### src/rtl/stopwatch_ctrl.sv
`default_nettype none
// ============================================================================
// Module   : stopwatch_ctrl
// Purpose  : Front-end control stage for the stopwatch. Two raw push-buttons
//            (start/pause, clear) are each synchronised, debounced and turned
//            into a single-cycle press pulse. A 3-state FSM then produces the
//            2-bit enable code for the downstream seconds counter.
// Ports    : clk        - system clock, rising edge
//            reset      - synchronous, active-high reset
//            btn_start  - raw start/pause button (asynchronous, active-high)
//            btn_clear  - raw clear button (asynchronous, active-high)
//            en[1:0]    - 00 IDLE, 01 RUN, 10 PAUSE (11 never driven)
//            clr        - one-cycle pulse on the edge entering IDLE via clear
//            running    - 1 while the FSM is in RUN
// Revision : 1.0 - initial release
// ============================================================================
module stopwatch_ctrl #(
    parameter int DEBOUNCE_CYCLES = 500_000,
    parameter int DB_W            = 19
) (
    input  logic       clk,
    input  logic       reset,
    input  logic       btn_start,
    input  logic       btn_clear,
    output logic [1:0] en,
    output logic       clr,
    output logic       running
);

    localparam int              c_NBTN    = 2;
    localparam logic [DB_W-1:0] c_DB_LAST = DB_W'(DEBOUNCE_CYCLES - 1);

    typedef enum logic [1:0] {
        ST_IDLE  = 2'b00,
        ST_RUN   = 2'b01,
        ST_PAUSE = 2'b10
    } state_t;

    // Bit 0 = start/pause, bit 1 = clear
    logic [c_NBTN-1:0] w_btn_raw;
    logic [c_NBTN-1:0] w_press;

    assign w_btn_raw = {btn_clear, btn_start};

    // ------------------------------------------------------------------------
    // Per-button synchroniser, debouncer and rising-edge detector
    // ------------------------------------------------------------------------
    for (genvar gi = 0; gi < c_NBTN; gi++) begin : g_btn
        logic            r_meta_q;
        logic            r_sync_q;
        logic            r_level_q;
        logic            r_prev_q;
        logic [DB_W-1:0] r_cnt_q;
        logic            w_level_d;
        logic [DB_W-1:0] w_cnt_d;

        // Any sample agreeing with the current level restarts the count, so a
        // new level is only accepted after DEBOUNCE_CYCLES disagreeing samples
        // in a row. The count never exceeds DEBOUNCE_CYCLES-1.
        always_comb begin
            w_level_d = r_level_q;
            w_cnt_d   = '0;
            if (r_sync_q != r_level_q) begin
                if (r_cnt_q == c_DB_LAST) begin
                    w_level_d = ~r_level_q;
                end else begin
                    w_cnt_d = r_cnt_q + DB_W'(1);
                end
            end
        end

        always_ff @(posedge clk) begin
            if (reset) begin
                r_meta_q  <= 1'b0;
                r_sync_q  <= 1'b0;
                r_level_q <= 1'b0;
                r_prev_q  <= 1'b0;
                r_cnt_q   <= '0;
            end else begin
                r_meta_q  <= w_btn_raw[gi];
                r_sync_q  <= r_meta_q;
                r_level_q <= w_level_d;
                r_prev_q  <= r_level_q;
                r_cnt_q   <= w_cnt_d;
            end
        end

        // High for exactly one cycle after the debounced level rises
        assign w_press[gi] = r_level_q & ~r_prev_q;
    end

    // ------------------------------------------------------------------------
    // Control FSM; all outputs registered
    // ------------------------------------------------------------------------
    logic   w_start_p;
    logic   w_clear_p;
    state_t r_state_q;
    state_t w_state_d;
    logic   r_clr_q;
    logic   w_clr_d;
    logic   r_running_q;
    logic   w_running_d;

    assign w_start_p = w_press[0];
    assign w_clear_p = w_press[1];

    always_comb begin
        w_state_d = r_state_q;
        w_clr_d   = 1'b0;
        case (r_state_q)
            // Clear is meaningless in IDLE and forbidden in RUN
            ST_IDLE: begin
                if (w_start_p) w_state_d = ST_RUN;
            end
            ST_RUN: begin
                if (w_start_p) w_state_d = ST_PAUSE;
            end
            // Clear wins over a simultaneous start
            ST_PAUSE: begin
                if (w_clear_p) begin
                    w_state_d = ST_IDLE;
                    w_clr_d   = 1'b1;
                end else if (w_start_p) begin
                    w_state_d = ST_RUN;
                end
            end
            default: w_state_d = ST_IDLE;
        endcase
        w_running_d = (w_state_d == ST_RUN);
    end

    always_ff @(posedge clk) begin
        if (reset) begin
            r_state_q   <= ST_IDLE;
            r_clr_q     <= 1'b0;
            r_running_q <= 1'b0;
        end else begin
            r_state_q   <= w_state_d;
            r_clr_q     <= w_clr_d;
            r_running_q <= w_running_d;
        end
    end

    // The state encoding is the enable code itself
    assign en      = r_state_q;
    assign clr     = r_clr_q;
    assign running = r_running_q;

endmodule
`default_nettype wire

### config.mk
export PLATFORM = sky130hd
export DESIGN_NAME = stopwatch_ctrl
export DESIGN_NICKNAME = d
export VERILOG_FILES = /design/src/rtl/stopwatch_ctrl.sv
export SDC_FILE = /design/constraint.sdc
export NUM_CORES = 1
export LEC_CHECK = 0
export CELL_PAD_IN_SITES_DETAIL_PLACEMENT = 1
export CELL_PAD_IN_SITES_GLOBAL_PLACEMENT = 1
export CORE_MARGIN = 3
export CORE_UTILIZATION = 35
export CTS_BUF_LIST = sky130_fd_sc_hd__clkbuf_16
export DETAILED_ROUTE_END_ITERATION = 12
export GPL_ROUTABILITY_DRIVEN = 0
export MAX_ROUTING_LAYER = met4
export PLACE_DENSITY_LB_ADDON = 0.1
export SLEW_MARGIN = 40
export SYNTH_ARGS = -nofsm -noshare
export SYNTH_HDL_FRONTEND = slang
export SYNTH_SLANG_ARGS = --single-unit
### constraint.sdc
create_clock -name clk -period 2.3 [get_ports clk]
set_input_delay 0.46 -clock clk [delete_from_list [all_inputs] [get_ports clk]]
set_output_delay 0.46 -clock clk [all_outputs]
set_load 0.005 [all_outputs]
# After elaboration in Yosys (flattened, before gate mapping)
# Cells that the tools add are included.
[totals]
reg_bits = 50
input_bits = 4
out_inout_bits = 4
word_cells = 42
[op_classes]
n_addsub = 2
eq_ne = 7
muxes = 5
n_bitwise = 9
n_reduce_logical = 6
[ops]
columns = ["cell", "count"]
rows = [
  ["adder 19 x 1 -> 19 bit (second input constant)", 2],
  ["== test 19 bit (second input constant)", 2],
  ["NOT 1 bit", 7],
  ["two-way mux 2 bit", 3],
  ["case mux 2 bit (3 select lines)", 1],
  ["OR reduction 3 bit", 2],
  ["== test 2 x 1 -> 1 bit (second input constant)", 2],
  ["AND reduction 2 bit", 2],
  ["bitwise AND 1 bit", 2],
  ["== test 2 bit (second input constant)", 1],
  ["logical NOT 2 bit", 1],
  ["!= test 1 bit", 2],
  ["OR reduction 2 bit", 1],
  ["two-way mux 1 bit", 1],
]

# Longest topological paths before layout
[logic_depth]
word_depth = 6
ltp_mapped = 6
depth_no_buf = 5

# Worst setup path after synthesis
# Ideal clock, no wire load.
[synth_path]
path_kind = "register -> register"
startpoint = "register g_btn[0].r_cnt_q[14]"
endpoint = "register g_btn[0].r_cnt_q[12]"
setup_ns = 0.115
arrival_time_ns = 1.795
required_ns = 2.185
setup_slack_ns = 0.390
stages_incl_launch_ff = 6
path_buffers = 1
synth_period_minus_slack_ns = 1.910
cell_sequence = "dfxtp_1 > or4_1 > or4_4 > o21bai_2 > buf_4 > nor2_1"
[synth_via]
elab_chain_cells = 2
[synth_rtl]
columns = ["item", "line", "rtl"]
rows = [
  ["start: declaration", "53", "logic [DB_W-1:0] r_cnt_q;"],
  ["start signal: assignment", "84", "r_cnt_q <= w_cnt_d;"],
  ["== test 19 bit", "64", "if (r_cnt_q == c_DB_LAST) begin"],
  ["OR reduction 3 bit (no source line)", "n/a", ""],
]
# Every way passes these cells.
# A chain may end at the register's enable or synchronous reset.

# Worst setup path in the final report
[layout_path]
startpoint = "register g_btn[0].r_cnt_q[14]"
endpoint = "register g_btn[0].r_level_q"
[layout_via]
elab_chain_cells = 2
[layout_rtl]
columns = ["item", "line", "rtl"]
rows = [
  ["== test 19 bit", "64", ""],
  ["AND reduction 2 bit (no source line)", "n/a", ""],
  ["end signal: assignment", "82", "r_level_q <= w_level_d;"],
  ["end: declaration", "51", "logic r_level_q;"],
]
# Every way passes these cells.

==> impl_metrics.xml <==
<?xml version="1.0" encoding="UTF-8"?>
<metrics>
  <group name="timing">
    <metric name="final-setup-viol-count" unit="">0</metric>
    <metric name="final_min_period_over_clock_period" unit="">0.861</metric>
    <metric name="hold_viol" unit="">0</metric>
    <metric name="worstMarginPinSlew" unit="ns">0.648</metric>
    <metric name="tns" unit="ns">0</metric>
    <metric name="grt_setup_unrepaired" unit="">false</metric>
    <metric name="max_freq" unit="GHz">0.505</metric>
    <metric name="post-route-min-period" unit="ns">1.98</metric>
    <metric name="slew_headroom" unit="">0.564</metric>
    <metric name="finalClockSkew" unit="ns">0.00607</metric>
    <metric name="drv_slew" unit="">0</metric>
  </group>
  <group name="power_and_ir_drop">
    <metric name="pwr_density_cell" unit="nW/µm²">734</metric>
    <metric name="post-layout-total-power" unit="mW">1.83</metric>
    <metric name="cellLeakagePower" unit="nW">0.788</metric>
    <metric name="irDropWorstVdd" unit="V">0.000417</metric>
  </group>
  <group name="route">
    <metric name="dr.pass1.iters" unit="">2</metric>
    <metric name="detail_route.wl_per_cell" unit="µm">12.9</metric>
    <metric name="drc_errors" unit="">0</metric>
    <metric name="post_detailed_route_count_of_antenna_violating_nets" unit="">0</metric>
    <metric name="drt_iter0_drcs" unit="">58</metric>
    <metric name="vias_per_cell" unit="">5.07</metric>
    <metric name="dr_total_vias" unit="">1631</metric>
    <metric name="routed_wl" unit="µm">4160</metric>
  </group>
  <group name="worst_setup_path">
    <metric name="cp_max_fo" unit="">5</metric>
    <metric name="worst_ep_arrival_time" unit="ns">2.21</metric>
    <metric name="worstRegToRegCells" unit="">4</metric>
    <metric name="worst_r2r_startpoint" unit="">g_btn[0].r_cnt_q[14]</metric>
    <metric name="regToRegEndpoint" unit="">g_btn[0].r_level_q</metric>
    <metric name="r2r_slack" unit="ns">0.32</metric>
    <metric name="critPathCaptureType" unit="">flip-flop</metric>
    <metric name="setup.worst_path.start_class" unit="">flip-flop</metric>
    <metric name="path_class" unit="">flip-flop to flip-flop</metric>
    <metric name="cp_data_required_time" unit="ns">2.53</metric>
  </group>
  <group name="placed_design">
    <metric name="io_buffers" unit="">7</metric>
    <metric name="placedCellCount" unit="">314</metric>
    <metric name="dp_hpwl" unit="µm">2980</metric>
  </group>
  <group name="clock_tree">
    <metric name="post-cts-setup-buffer-count" unit="">0</metric>
    <metric name="clock_path_buffers" unit="">2</metric>
    <metric name="cts_resized" unit="">0</metric>
    <metric name="cts_hold_buffers" unit="">0</metric>
    <metric name="clk_pin_slew_worst_paths" unit="ns">0.07</metric>
    <metric name="cts_inserted_buffers" unit="">5</metric>
    <metric name="cts_tree" unit="">done</metric>
    <metric name="cts_num_sinks" unit="">50</metric>
    <metric name="clock_insertion_delay_worst_skew" unit="ns">0.28</metric>
    <metric name="h-tree-depth" unit="">2</metric>
    <metric name="cts.root.buffer_cell" unit="">sky130_fd_sc_hd__clkbuf_16</metric>
  </group>
  <group name="grt">
    <metric name="met1_usage" unit="">0.165</metric>
    <metric name="total_grt_overflow" unit="">0</metric>
    <metric name="global_route_wire_length_before_repair" unit="µm">7310</metric>
    <metric name="grt.busiest_layer" unit="">met2</metric>
    <metric name="number_of_antenna_violations_at_the_first_check_in_global_routing" unit="">0</metric>
    <metric name="maximum_number_of_pins_on_one_net_before_global_route_repair" unit="">18</metric>
    <metric name="grtUsageTotal" unit="">0.129</metric>
    <metric name="grtUsageMet2" unit="">0.202</metric>
    <metric name="use_met3" unit="">0.0355</metric>
    <metric name="grt_pass1_vias" unit="">1646</metric>
  </group>
  <group name="status">
    <metric name="result_of_the_run" unit="">complete, no violations</metric>
  </group>
  <group name="logic_synthesis">
    <metric name="postSynthNetCount" unit="">238</metric>
    <metric name="yosys_warnings" unit="">0</metric>
    <metric name="netlist.top_cell.by_area" unit="">sky130_fd_sc_hd__dfxtp_1</metric>
    <metric name="synthesized_area_per_cell" unit="µm²">9.09</metric>
    <metric name="synth.ff_latch_count" unit="">50</metric>
    <metric name="netlist-cell-type-count" unit="">34</metric>
    <metric name="count_of_flip_flops_with_a_built_in_enable_after_synthesis" unit="">0</metric>
    <metric name="synthArstFlopShare" unit="">0</metric>
    <metric name="area_share_of_the_largest_cell_type_after_synthesis" unit="">0.475</metric>
    <metric name="postSynth.topFlopCell" unit="">sky130_fd_sc_hd__dfxtp_1</metric>
    <metric name="ys_seq_area_frac" unit="">0.475</metric>
    <metric name="synth.top_cells.by_area" unit="">sky130_fd_sc_hd__dfxtp_1 (47%), sky130_fd_sc_hd__nor2_1 (6.6%), sky130_fd_sc_hd__xnor2_1 (6.2%), sky130_fd_sc_hd__xor2_1 (5.4%), sky130_fd_sc_hd__nand3_1 (3.6%)</metric>
    <metric name="synthesis.instances" unit="">232</metric>
    <metric name="syn-cell-area" unit="µm²">2110</metric>
  </group>
  <group name="hold_path">
    <metric name="hold-path-endpoint" unit="">clr</metric>
    <metric name="hold_path.startpoint" unit="">g_btn[1].r_prev_q</metric>
    <metric name="holdPathStages" unit="">1</metric>
    <metric name="worst_hold_path_type" unit="">flip-flop to flip-flop</metric>
  </group>
  <group name="die">
    <metric name="design.portCount" unit="">8</metric>
    <metric name="start_util" unit="">0.371</metric>
    <metric name="row_count" unit="">27</metric>
    <metric name="placeable_core_region" unit="µm²">5680</metric>
    <metric name="die_x" unit="µm">83.6</metric>
    <metric name="fp.dieH" unit="µm">83.6</metric>
    <metric name="design.die.area" unit="µm²">6990</metric>
  </group>
  <group name="final_layout">
    <metric name="nets" unit="">255</metric>
    <metric name="diodes" unit="">0</metric>
    <metric name="layout_commonest_cell" unit="">sky130_fd_sc_hd__dfxtp_1</metric>
    <metric name="final_layout_size_suffix_gt1_frac" unit="">0.0720</metric>
    <metric name="areaGrowthSynthToFinish" unit="%">18.0</metric>
    <metric name="utilization" unit="">0.438</metric>
    <metric name="final-instance-count-excl-fill" unit="">322</metric>
    <metric name="layout_common_cells" unit="">sky130_fd_sc_hd__dfxtp_1 (50), sky130_fd_sc_hd__nor2_1 (37), sky130_fd_sc_hd__nand3_1 (15), sky130_fd_sc_hd__xnor2_1 (15), sky130_fd_sc_hd__xor2_1 (13)</metric>
  </group>
  <group name="job">
    <metric name="cap_viol_max_count" unit="">0</metric>
  </group>
</metrics>
## worst max-delay path, stage by stage, from the launching register on
cell	delay, ns
sky130_fd_sc_hd__dfxtp_1	0.35
sky130_fd_sc_hd__or4_1	0.53
sky130_fd_sc_hd__or4_4	0.51
sky130_fd_sc_hd__or4b_1	0.47
sky130_fd_sc_hd__nand2_1	0.08
## logic make-up (layout without fill, tap and decap cells)
logic type | after synthesis | in the layout | share of synthesized area
and+or+nand+nor | 114 | 114 | 0.290
buffers and inverters | 14 | 32 | 0.0285
AOI/OAI and AO/OA | 23 | 23 | 0.0742
muxes | 1 | 1 | 0.00475
adders and majority gates | 2 | 2 | 0.0119
DFF | 50 | 50 | 0.475
xor gates and xnor gates | 28 | 28 | 0.116
## synthesized netlist by cell type (2+ instances only)
library cell,n
sky130_fd_sc_hd__nor2b_1,7
sky130_fd_sc_hd__inv_1,10
sky130_fd_sc_hd__nand3_1,15
sky130_fd_sc_hd__or3_1,6
sky130_fd_sc_hd__or4_1,4
sky130_fd_sc_hd__nand2b_1,4
sky130_fd_sc_hd__nand2_1,7
sky130_fd_sc_hd__nor4_1,6
sky130_fd_sc_hd__buf_4,2
sky130_fd_sc_hd__ha_1,2
sky130_fd_sc_hd__and3_1,4
sky130_fd_sc_hd__o31ai_1,2
sky130_fd_sc_hd__nor2_1,37
sky130_fd_sc_hd__or4b_1,2
sky130_fd_sc_hd__clkbuf_1,2
sky130_fd_sc_hd__xor2_1,13
sky130_fd_sc_hd__xnor2_1,15
sky130_fd_sc_hd__o21ai_0,7
sky130_fd_sc_hd__nand4_1,10
sky130_fd_sc_hd__nor3_1,5
sky130_fd_sc_hd__a21oi_1,9
sky130_fd_sc_hd__and4_1,2
sky130_fd_sc_hd__dfxtp_1,50
## state kept, by name (all words and copies together) (netlist names)
register         cells
en                   2
g_btn.r_level_q      2
clr                  1
g_btn.r_meta_q       2
running              1
g_btn.r_cnt_q       38
g_btn.r_sync_q       2
g_btn.r_prev_q       2
## how the worst max path moves through the flow
stage | startpoint | cells past startpoint | slack [ns] | endpoint
after floorplan | g_btn[0].r_cnt_q[14] | 5 | 0.39 | g_btn[0].r_cnt_q[12]
after global placement | g_btn[0].r_cnt_q[14] | 4 | 0.36 | g_btn[0].r_level_q
after detailed placement | g_btn[0].r_cnt_q[14] | 4 | 0.34 | g_btn[0].r_level_q
after CTS | g_btn[0].r_cnt_q[14] | 4 | 0.32 | g_btn[0].r_level_q
after global routing | g_btn[0].r_cnt_q[0] | 5 | 0.18 | g_btn[0].r_cnt_q[18]
final | g_btn[0].r_cnt_q[14] | 4 | 0.32 | g_btn[0].r_level_q
## layout make-up
type                    instances  area (µm²)
repair buffers                 14         123
fillers                       656        3190
well taps                      72        90.1
inverters                      10        37.5
flip-flops and latches         50        1000
clock inverters                 3        63.8
multi-input cells             168        1050
clock buffers                   5         125
## metal layers
metal  share of wire  up-vias
met5               0        -
met1            0.50      778
met4          0.0065        0
met2            0.47        9
li1                -      842
met3           0.020        2
## metrics by stage
stage / hold WS (ns) / cell area, µm² / setup slack (ns)
finish: 0.428 / 2490 / 0.319
global route: 0.461 / 2490 / 0.183
CTS: 0.429 / 2490 / 0.319
detailed placement: 0.419 / 2300 / 0.335
global placement: 0.417 / 2300 / 0.364
floorplan: 0.400 / 2110 / 0.390
## where the power goes
part | switching (mW) | total, mW | internal (mW)
clock network | 0.310 | 0.930 | 0.619
logic | 0.0112 | 0.0237 | 0.0125
registers | 0.00215 | 0.872 | 0.870
(Power assumes the default switching activity.)
